$ cat config.mk
export PLATFORM = sky130hd
export DESIGN_NAME = seg_display_ctrl_flat
export DESIGN_NICKNAME = d
export VERILOG_FILES = /design/src/rtl/seg_display_ctrl_if.sv /design/src/rtl/seg_display_ctrl.sv /design/src/flat_wrapper.sv
export SDC_FILE = /design/constraint.sdc
export NUM_CORES = 1
export LEC_CHECK = 0
export CAP_MARGIN = 20
export CORE_UTILIZATION = 45
export CTS_CLUSTER_SIZE = 8
export DETAILED_ROUTE_END_ITERATION = 8
export PLACE_DENSITY = 0.68
export REMOVE_ABC_BUFFERS = 1
export SYNTH_ARGS = -nofsm -noshare
export SYNTH_HDL_FRONTEND = slang
export SYNTH_SLANG_ARGS = --single-unit
$ cat constraint.sdc
create_clock -name clock -period 3.9 [get_ports clock]
set_input_delay 0.975 -clock clock [delete_from_list [all_inputs] [get_ports clock]]
set_output_delay 0.975 -clock clock [all_outputs]
set_load 0.02 [all_outputs]
$ cat src/rtl/seg_display_ctrl_if.sv
// Bus between the processor output strobe and the segment display controller:
// bank write port, view/mode selection and the board segment pins.
interface seg_display_ctrl_if #(
  parameter int DATA_W = 16,
  parameter int BANKS  = 8
);
  localparam int BANK_W = $clog2(BANKS);

  logic              wr_en;
  logic [BANK_W-1:0] wr_bank;
  logic [DATA_W-1:0] wr_val1;
  logic [DATA_W-1:0] wr_val2;
  logic [BANK_W-1:0] view_sel;
  logic              mode;
  logic [7:0]        seg_out;
  logic [7:0]        seg_sel;
  logic              conv_busy;

  modport master (
    output wr_en, wr_bank, wr_val1, wr_val2, view_sel, mode,
    input  seg_out, seg_sel, conv_busy
  );

  modport slave (
    input  wr_en, wr_bank, wr_val1, wr_val2, view_sel, mode,
    output seg_out, seg_sel, conv_busy
  );
endinterface

$ cat src/rtl/seg_display_ctrl.sv
// Banked output latch driving an 8-digit multiplexed 7-segment display in hex or
// unsigned decimal; decimal digits come from a sequential double-dabble engine.
module seg_display_ctrl #(
  parameter int DATA_W     = 16,
  parameter int BANKS      = 8,
  parameter int SCAN_DIV   = 50000,
  parameter int ACTIVE_LOW = 1
) (
  input  logic              clock,
  input  logic              reset,
  seg_display_ctrl_if.slave bus
);
  localparam int BANK_W = $clog2(BANKS);
  localparam int PRE_W  = $clog2(SCAN_DIV);
  localparam int CNT_W  = $clog2(DATA_W + 1);

  typedef enum logic [1:0] {
    ST_IDLE,
    ST_SHIFT,
    ST_DONE
  } conv_state_e;

  logic [2*DATA_W-1:0] bank_q [BANKS];
  logic [PRE_W-1:0]    pre_q, pre_d;
  logic [2:0]          digit_q, digit_d;
  logic [BANK_W-1:0]   view_prev_q;
  logic                mode_prev_q;
  logic                trig_q, trig_d;
  conv_state_e         state_q, state_d;
  logic [CNT_W-1:0]    cnt_q, cnt_d;
  logic [DATA_W-1:0]   sh_q, sh_d;
  logic [31:0]         bcd_q, bcd_d;
  logic [31:0]         result_q, result_d;
  logic [31:0]         bcd_adj;
  logic [7:0]          seg_out_q, seg_out_d;
  logic [7:0]          seg_sel_q, seg_sel_d;
  logic [2*DATA_W-1:0] view_word;
  logic [31:0]         hex_word;
  logic [3:0]          hex_nib;
  logic [3:0]          dec_nib;
  logic [7:0]          pattern;

  function automatic logic [6:0] glyph(input logic [3:0] nib);
    logic [6:0] g;
    case (nib)
      4'h0: g = 7'h3F;
      4'h1: g = 7'h06;
      4'h2: g = 7'h5B;
      4'h3: g = 7'h4F;
      4'h4: g = 7'h66;
      4'h5: g = 7'h6D;
      4'h6: g = 7'h7D;
      4'h7: g = 7'h07;
      4'h8: g = 7'h7F;
      4'h9: g = 7'h6F;
      4'hA: g = 7'h77;
      4'hB: g = 7'h7C;
      4'hC: g = 7'h39;
      4'hD: g = 7'h5E;
      4'hE: g = 7'h79;
      default: g = 7'h71;
    endcase
    return g;
  endfunction

  function automatic logic [7:0] polar(input logic [7:0] x);
    return (ACTIVE_LOW != 0) ? ~x : x;
  endfunction

  // Channels narrower than 16 bits are zero-extended; wider ones show only [15:0].
  function automatic logic [15:0] low16(input logic [DATA_W-1:0] v);
    logic [31:0] ext;
    ext = '0;
    ext[DATA_W-1:0] = v;
    return ext[15:0];
  endfunction

  function automatic logic [31:0] dabble_adj(input logic [31:0] b);
    logic [31:0] r;
    r = b;
    for (int i = 0; i < 8; i++) begin
      if (r[4*i +: 4] >= 4'd5) r[4*i +: 4] = r[4*i +: 4] + 4'd3;
    end
    return r;
  endfunction

  assign bcd_adj = dabble_adj(bcd_q);

  // Digit scan: prescaler wrap advances the digit index
  always_comb begin
    pre_d   = pre_q + PRE_W'(1);
    digit_d = digit_q;
    if (pre_q == PRE_W'(SCAN_DIV - 1)) begin
      pre_d   = '0;
      digit_d = digit_q + 3'd1;
    end
  end

  assign trig_d = (bus.wr_en && (bus.wr_bank == bus.view_sel)) ||
                  (bus.view_sel != view_prev_q) ||
                  (bus.mode && !mode_prev_q);

  // Conversion engine: a pending trigger always reloads, so a superseded value never commits
  always_comb begin
    state_d  = state_q;
    cnt_d    = cnt_q;
    sh_d     = sh_q;
    bcd_d    = bcd_q;
    result_d = result_q;
    if (trig_q) begin
      state_d = ST_SHIFT;
      cnt_d   = '0;
      sh_d    = bank_q[bus.view_sel][DATA_W-1:0];
      bcd_d   = '0;
    end else begin
      case (state_q)
        ST_SHIFT: begin
          bcd_d = {bcd_adj[30:0], sh_q[DATA_W-1]};
          sh_d  = sh_q << 1;
          cnt_d = cnt_q + CNT_W'(1);
          if (cnt_q == CNT_W'(DATA_W - 1)) state_d = ST_DONE;
        end
        ST_DONE: begin
          result_d = bcd_q;
          state_d  = ST_IDLE;
        end
        default: state_d = ST_IDLE;
      endcase
    end
  end

  // Segment pattern for the digit that becomes active at this edge
  always_comb begin
    view_word = bank_q[bus.view_sel];
    hex_word  = {low16(view_word[2*DATA_W-1:DATA_W]), low16(view_word[DATA_W-1:0])};
    hex_nib   = hex_word[{digit_d, 2'b00} +: 4];
    dec_nib   = result_q[{digit_d, 2'b00} +: 4];
    pattern   = 8'h00;
    if (!bus.mode) begin
      pattern = {(digit_d == 3'd4), glyph(hex_nib)};
    end else if ((digit_d != 3'd0) && ((result_q >> {digit_d, 2'b00}) == 32'd0)) begin
      pattern = 8'h00;
    end else begin
      pattern = {1'b0, glyph(dec_nib)};
    end
    seg_out_d = polar(pattern);
    seg_sel_d = polar(8'h01 << digit_d);
  end

  always_ff @(posedge clock) begin
    if (reset) begin
      for (int i = 0; i < BANKS; i++) bank_q[i] <= '0;
      pre_q     <= '0;
      digit_q   <= '0;
      trig_q    <= 1'b0;
      state_q   <= ST_IDLE;
      cnt_q     <= '0;
      sh_q      <= '0;
      bcd_q     <= '0;
      result_q  <= '0;
      seg_out_q <= polar({1'b0, glyph(4'h0)});
      seg_sel_q <= polar(8'h01);
    end else begin
      if (bus.wr_en) bank_q[bus.wr_bank] <= {bus.wr_val2, bus.wr_val1};
      pre_q     <= pre_d;
      digit_q   <= digit_d;
      trig_q    <= trig_d;
      state_q   <= state_d;
      cnt_q     <= cnt_d;
      sh_q      <= sh_d;
      bcd_q     <= bcd_d;
      result_q  <= result_d;
      seg_out_q <= seg_out_d;
      seg_sel_q <= seg_sel_d;
    end
    // Tracked through reset so leaving reset never looks like a view or mode change
    view_prev_q <= bus.view_sel;
    mode_prev_q <= bus.mode;
  end

  assign bus.seg_out   = seg_out_q;
  assign bus.seg_sel   = seg_sel_q;
  assign bus.conv_busy = (state_q != ST_IDLE);

endmodule

$ cat src/flat_wrapper.sv
// flat-port wrapper written by rule: the top's interface ports become plain ports
module seg_display_ctrl_flat 
#(
  parameter int DATA_W     = 16,
  parameter int BANKS      = 8,
  parameter int SCAN_DIV   = 50000,
  parameter int ACTIVE_LOW = 1
)
  (clock, reset, bus_wr_en, bus_wr_bank, bus_wr_val1, bus_wr_val2, bus_view_sel, bus_mode, bus_seg_out, bus_seg_sel, bus_conv_busy);
  seg_display_ctrl_if #(.DATA_W(DATA_W), .BANKS(BANKS)) bus_i ();
  input  logic clock;
  input  logic reset;
  input wire logic [$bits(bus_i.wr_en)-1:0] bus_wr_en;
  input wire logic [$bits(bus_i.wr_bank)-1:0] bus_wr_bank;
  input wire logic [$bits(bus_i.wr_val1)-1:0] bus_wr_val1;
  input wire logic [$bits(bus_i.wr_val2)-1:0] bus_wr_val2;
  input wire logic [$bits(bus_i.view_sel)-1:0] bus_view_sel;
  input wire logic [$bits(bus_i.mode)-1:0] bus_mode;
  output wire logic [$bits(bus_i.seg_out)-1:0] bus_seg_out;
  output wire logic [$bits(bus_i.seg_sel)-1:0] bus_seg_sel;
  output wire logic [$bits(bus_i.conv_busy)-1:0] bus_conv_busy;
  assign bus_i.wr_en = bus_wr_en;
  assign bus_i.wr_bank = bus_wr_bank;
  assign bus_i.wr_val1 = bus_wr_val1;
  assign bus_i.wr_val2 = bus_wr_val2;
  assign bus_i.view_sel = bus_view_sel;
  assign bus_i.mode = bus_mode;
  assign bus_seg_out = bus_i.seg_out;
  assign bus_seg_sel = bus_i.seg_sel;
  assign bus_conv_busy = bus_i.conv_busy;
  seg_display_ctrl #(.DATA_W(DATA_W), .BANKS(BANKS), .SCAN_DIV(SCAN_DIV), .ACTIVE_LOW(ACTIVE_LOW)) u_core (.clock(clock), .reset(reset), .bus(bus_i));
endmodule
==> run_results.csv, run 1 <==
group,metric,value,unit
logic_synthesis,yosys_warnings,0,
clock_tree,cts.root.buffer_cell,"sky130_fd_sc_hd__clkbuf_16",
global_route,initial_antenna_violation_count,1,
global_route,maximum_number_of_pins_on_one_net_before_global_route_repair,50,
global_route,grt_overflow_total,0,
worst_setup_path,ff2ff_setup_slack,220,ps
floorplan,core_outline_area,39700,sq um
drt,first_pass_detailed_route_iteration_total,5,
worst_setup_path,crit_path_largest_cell_delay,450,ps
floorplan,die_area,41100,sq um
drt,detail_route.vias_per_cell,5.57,
logic_synthesis,synth.cell_area,18100,sq um
placed_design,post-place-ws,41.1,ps
sta,fin_skew,20.1,ps
sta,final_ws_setup,220,ps
sta,worst-slew-pin-transition,1060,ps
min_path,min-delay-start,"u_core.sh_q[15]$_SDFFE_PP0P_",
floorplan,initial_core_util,45.6,%
sta,fmaxAchievable,272,MHz
drt,route.final.wire_length,44300,microns
global_route,grt_pass1_vias,12100,
worst_setup_path,arrival,4140,ps
logic_synthesis,synth_edf_count,256,
worst_setup_path,timing_worst_setup_path_type,"reg2reg",
min_path,worst_hold_path.endpoint,"u_core.bcd_q[0]$_SDFFE_PP0P_",
worst_setup_path,worstPathMaxFanout,9,
sta,setup_repair_after_global_routing_missed_its_margin,"false",
worst_setup_path,worst_r2r_startpoint,"u_core.pre_q[5]$_SDFF_PP0_",
placed_design,dp_cells,2059,
worst_setup_path,timing.critical_path.mode_cell,"sky130_fd_sc_hd__nor2_1",
outcome,run_status,"finished, final reports clean",
clock_tree,cts-hold-fix-buffers,0,
drt,routed-via-count,12000,
min_path,hold_path_class,"reg2reg",
clock_tree,clock_buffer_count_from_cts,53,
placed_design,place.detailed.hpwl,28100,microns
logic_synthesis,synth-seq-cells,383,
logic_synthesis,syn_inst,1504,
sta,setup_viol_count_final,0,
sta,timing.final.crit_period,3680,ps
clock_tree,worst_skew_pair.late_latency,580,ps
worst_setup_path,worst_r2r_path_depth,13,
worst_setup_path,cp_data_required_time,4360,ps
clock_tree,clkSinkCount,383,
logic_synthesis,synthesis.area_per_instance,12.1,sq um
drt,drt_iter0_markers,1017,
power,power.static_leakage,7.55,nW
cells_and_area,areaGrowthSynthToFinish,16.7,%
cells_and_area,layout.cells.non_filler,2149,
worst_setup_path,timing.critical_path.from_type,"flip-flop",
sta,number_of_slew_limit_violations_in_the_final_report,0,
logic_synthesis,synth_sequential_area_ratio,56.4,%
global_route,wire_length_of_the_first_global_routing_pass,69200,microns
worst_setup_path,worstReg2RegEnd,"u_core.bus.seg_out[6]$_SDFF_PP1_",
worst_setup_path,worstSetupEndpointType,"flip-flop",
floorplan,rows,73,
clock_tree,cts_max_level,2,
clock_tree,cts_buffer_depth,3,
placed_design,globalplace.congestion,0.888,
worst_setup_path,timing.critical_path.cells,"nor4_1, and4_2, buf_4, mux2_2, nor2_1, o32a_1, ha_1, a21boi_0, o21ai_0, nor2_1, a41oi_2, o211ai_1, o41a_1",
flow_run,drv_cap,0,
floorplan,die-height,203,microns
placed_design,placement.io_buffers,58,
worst_setup_path,cp_slowest_cell,"sky130_fd_sc_hd__nor4_1",
logic_synthesis,synth.distinct_cells,66,
global_route,grtUsageTotal,21.9,%
sta,hold_violations,0,
sta,fin_crit_sh,94.4,%
cells_and_area,nNetsFinal,1665,
worst_setup_path,critPathLaunch,"u_core.pre_q[5]$_SDFF_PP0_",
cells_and_area,final_layout_size_suffix_gt1_share,15.5,%
power,irDropWorstVdd,0.335,mV
sta,holdWs,447,ps
logic_synthesis,synth-async-reset-ratio,0,%
drt,routedWlPerCell,20.6,microns
min_path,worst_hold_path.num_cells,2,
drt,final_antenna_net_count,0,
floorplan,die_w,203,microns
clock_tree,clk_pin_slew,50,ps
sta,timing.slew.headroom,29.3,%
clock_tree,tritoncts,"yes",
worst_setup_path,worst-path-buf-inv,1,
floorplan,num_io_pins,59,
logic_synthesis,synth_ff_type,"sky130_fd_sc_hd__edfxtp_1",
clock_tree,post-cts-setup-buffer-count,0,
drt,drc,0,
power,powerDensity,451,nW/um^2
worst_setup_path,critPathTopFamily,"compound AO/OA/AOI/OAI gates",
-- placed cells by master (no fill, tap or decap), types with 12 or more instances in the layout --
cell type / instances
sky130_fd_sc_hd__nand2b_1: 13
sky130_fd_sc_hd__xor2_1: 18
sky130_fd_sc_hd__o21ai_0: 29
sky130_fd_sc_hd__and3_1: 16
sky130_fd_sc_hd__mux2_2: 20
sky130_fd_sc_hd__edfxtp_1: 256
sky130_fd_sc_hd__a211oi_1: 16
sky130_fd_sc_hd__nand2_1: 168
sky130_fd_sc_hd__a21oi_1: 88
sky130_fd_sc_hd__inv_1: 33
sky130_fd_sc_hd__dfxtp_1: 127
sky130_fd_sc_hd__buf_4: 52
sky130_fd_sc_hd__mux2i_1: 37
sky130_fd_sc_hd__nand3_1: 16
sky130_fd_sc_hd__ha_1: 32
sky130_fd_sc_hd__or2_2: 12
sky130_fd_sc_hd__and2_1: 258
sky130_fd_sc_hd__clkdlybuf4s50_1: 54
sky130_fd_sc_hd__buf_12: 12
sky130_fd_sc_hd__nor2_1: 66
sky130_fd_sc_hd__mux4_2: 70
sky130_fd_sc_hd__xnor2_1: 18
sky130_fd_sc_hd__clkbuf_16: 53
sky130_fd_sc_hd__clkbuf_1: 32
-- where the power goes --
part	total (mW)	switching (mW)	internal, mW
clock network	4.20	1.69	2.51
logic	0.750	0.412	0.339
registers	4.60	0.0655	4.54
-- worst reg2reg max path: stages (launching register included) --
cell and delay (ps):
sky130_fd_sc_hd__dfxtp_1 390, sky130_fd_sc_hd__nor4_1 450, sky130_fd_sc_hd__and4_2 410, sky130_fd_sc_hd__buf_4 210
sky130_fd_sc_hd__mux2_2 370, sky130_fd_sc_hd__nor2_1 70, sky130_fd_sc_hd__o32a_1 360, sky130_fd_sc_hd__ha_1 220
sky130_fd_sc_hd__a21boi_0 130, sky130_fd_sc_hd__o21ai_0 110, sky130_fd_sc_hd__nor2_1 70, sky130_fd_sc_hd__a41oi_2 390
sky130_fd_sc_hd__o211ai_1 220, sky130_fd_sc_hd__o41a_1 160
-- area by class of cell --
| cell class | instances | area (sq um) |
|---|---|---|
| Antenna cell | 1 | 2.50 |
| Clock buffer | 85 | 1450 |
| Clock inverter | 2 | 40.0 |
| Fill cell | 3366 | 18600 |
| Inverter | 33 | 124 |
| Multi-Input combinational cell | 997 | 7420 |
| Sequential cell | 383 | 10200 |
| Tap cell | 525 | 657 |
| Timing Repair Buffer | 123 | 1240 |
-- per-stage QoR --
stage / area (sq um) / utilization [%] / power [mW] / TNS [ps]
global placement: 19600 / 49.4 / 5.40 / 0
CTS: 21100 / 53.1 / 9.62 / 0
detailed placement: 19600 / 49.4 / 5.43 / 0
global route: 21200 / 53.3 / 9.85 / 0
floorplan: 17700 / - / 5.05 / -55.7
finish: 21200 / 53.3 / 9.55 / 0
-- state kept, by name, summed over array words and instances, names as in the netlist, 2 cells and up --
name / flops
u_core.sh_q: 16
u_core.cnt_q: 5
u_core.result_q: 32
u_core.state_q: 2
u_core.pre_q: 16
u_core.view_prev_q: 3
u_core.digit_q: 3
u_core.bus.seg_sel: 8
u_core.bcd_q: 32
u_core.bus.seg_out: 8
u_core.bank_q: 256
-- worst max-delay path by stage --
| stage | endpoint | slack, ps | cells past startpoint |
|---|---|---|---|
| 2_1_floorplan | u_core.bus.seg_out[6]$_SDFF_PP1_ | -60 | 14 |
| 3_3_place_gp | u_core.bus.seg_out[6]$_SDFF_PP1_ | 60 | 11 |
| 3_5_place_dp | u_core.bus.seg_out[6]$_SDFF_PP1_ | 40 | 11 |
| 4_1_cts | u_core.bus.seg_out[3]$_SDFF_PP0_ | 100 | 13 |
| 5_1_grt | u_core.bus.seg_out[5]$_SDFF_PP0_ | 7 | 13 |
| 6_report | u_core.bus.seg_out[6]$_SDFF_PP1_ | 220 | 13 |
-- layer usage --
layer,track usage (%),routed length [microns],up-vias
met3,3.26,2600,65
met4,6.42,973,0
met1,28.9,18900,5937
li1,-,-,5587
met5,0,0,-
met2,37.3,21800,371
-- synth_stat cells (all sizes together) (11+ instances only) --
library cell | instances | area, sq um
a21oi | 90 | 465
or2 | 12 | 75.1
mux2 | 20 | 225
nand2b | 14 | 87.6
xnor2 | 19 | 185
a221oi | 11 | 109
nor2 | 72 | 270
mux4 | 70 | 1580
xor2 | 18 | 158
clkbuf | 59 | 221
and2 | 258 | 1610
mux2i | 37 | 370
dfxtp | 127 | 2540
a211oi | 16 | 120
buf | 32 | 176
nand3 | 16 | 80.1
o21ai | 29 | 145
and3 | 16 | 100
ha | 32 | 400
nor3 | 12 | 60.1
edfxtp | 256 | 7690
nand2 | 168 | 631
inv | 33 | 124
-- logic make-up (layout without fill, tap and decap cells) --
kind of cell	Yosys count	after routing	synth area share, %
xor gates and xnor gates	37	37	1.89
muxes	127	127	12.0
buffers and inverters	124	243	2.88
and+or+nand+nor	600	600	17.5
AOI/OAI and AO/OA	201	201	7.16
other	0	1	0
adders and majority gates	32	32	2.21
DFF	383	383	56.4
-- timing repair --
item / CTS / global route
gates resized for setup: 0 / 2
setup endpoints to repair: 0 / 7
endpoints found under the hold margin: 0 / 0
Note: power is estimated with default switching activity, not from simulation.
==> run 2: changes to the inputs <==
--- a/config.mk
+++ b/config.mk
@@ -11,6 +11,7 @@
 export DETAILED_ROUTE_END_ITERATION = 8
 export PLACE_DENSITY = 0.68
 export REMOVE_ABC_BUFFERS = 1
+export SKIP_CTS_REPAIR_TIMING = 1
 export SYNTH_ARGS = -nofsm -noshare
 export SYNTH_HDL_FRONTEND = slang
 export SYNTH_SLANG_ARGS = --single-unit
==> results of run 2 <==
Final layout, timing and power as in run 1 (identical DEF).
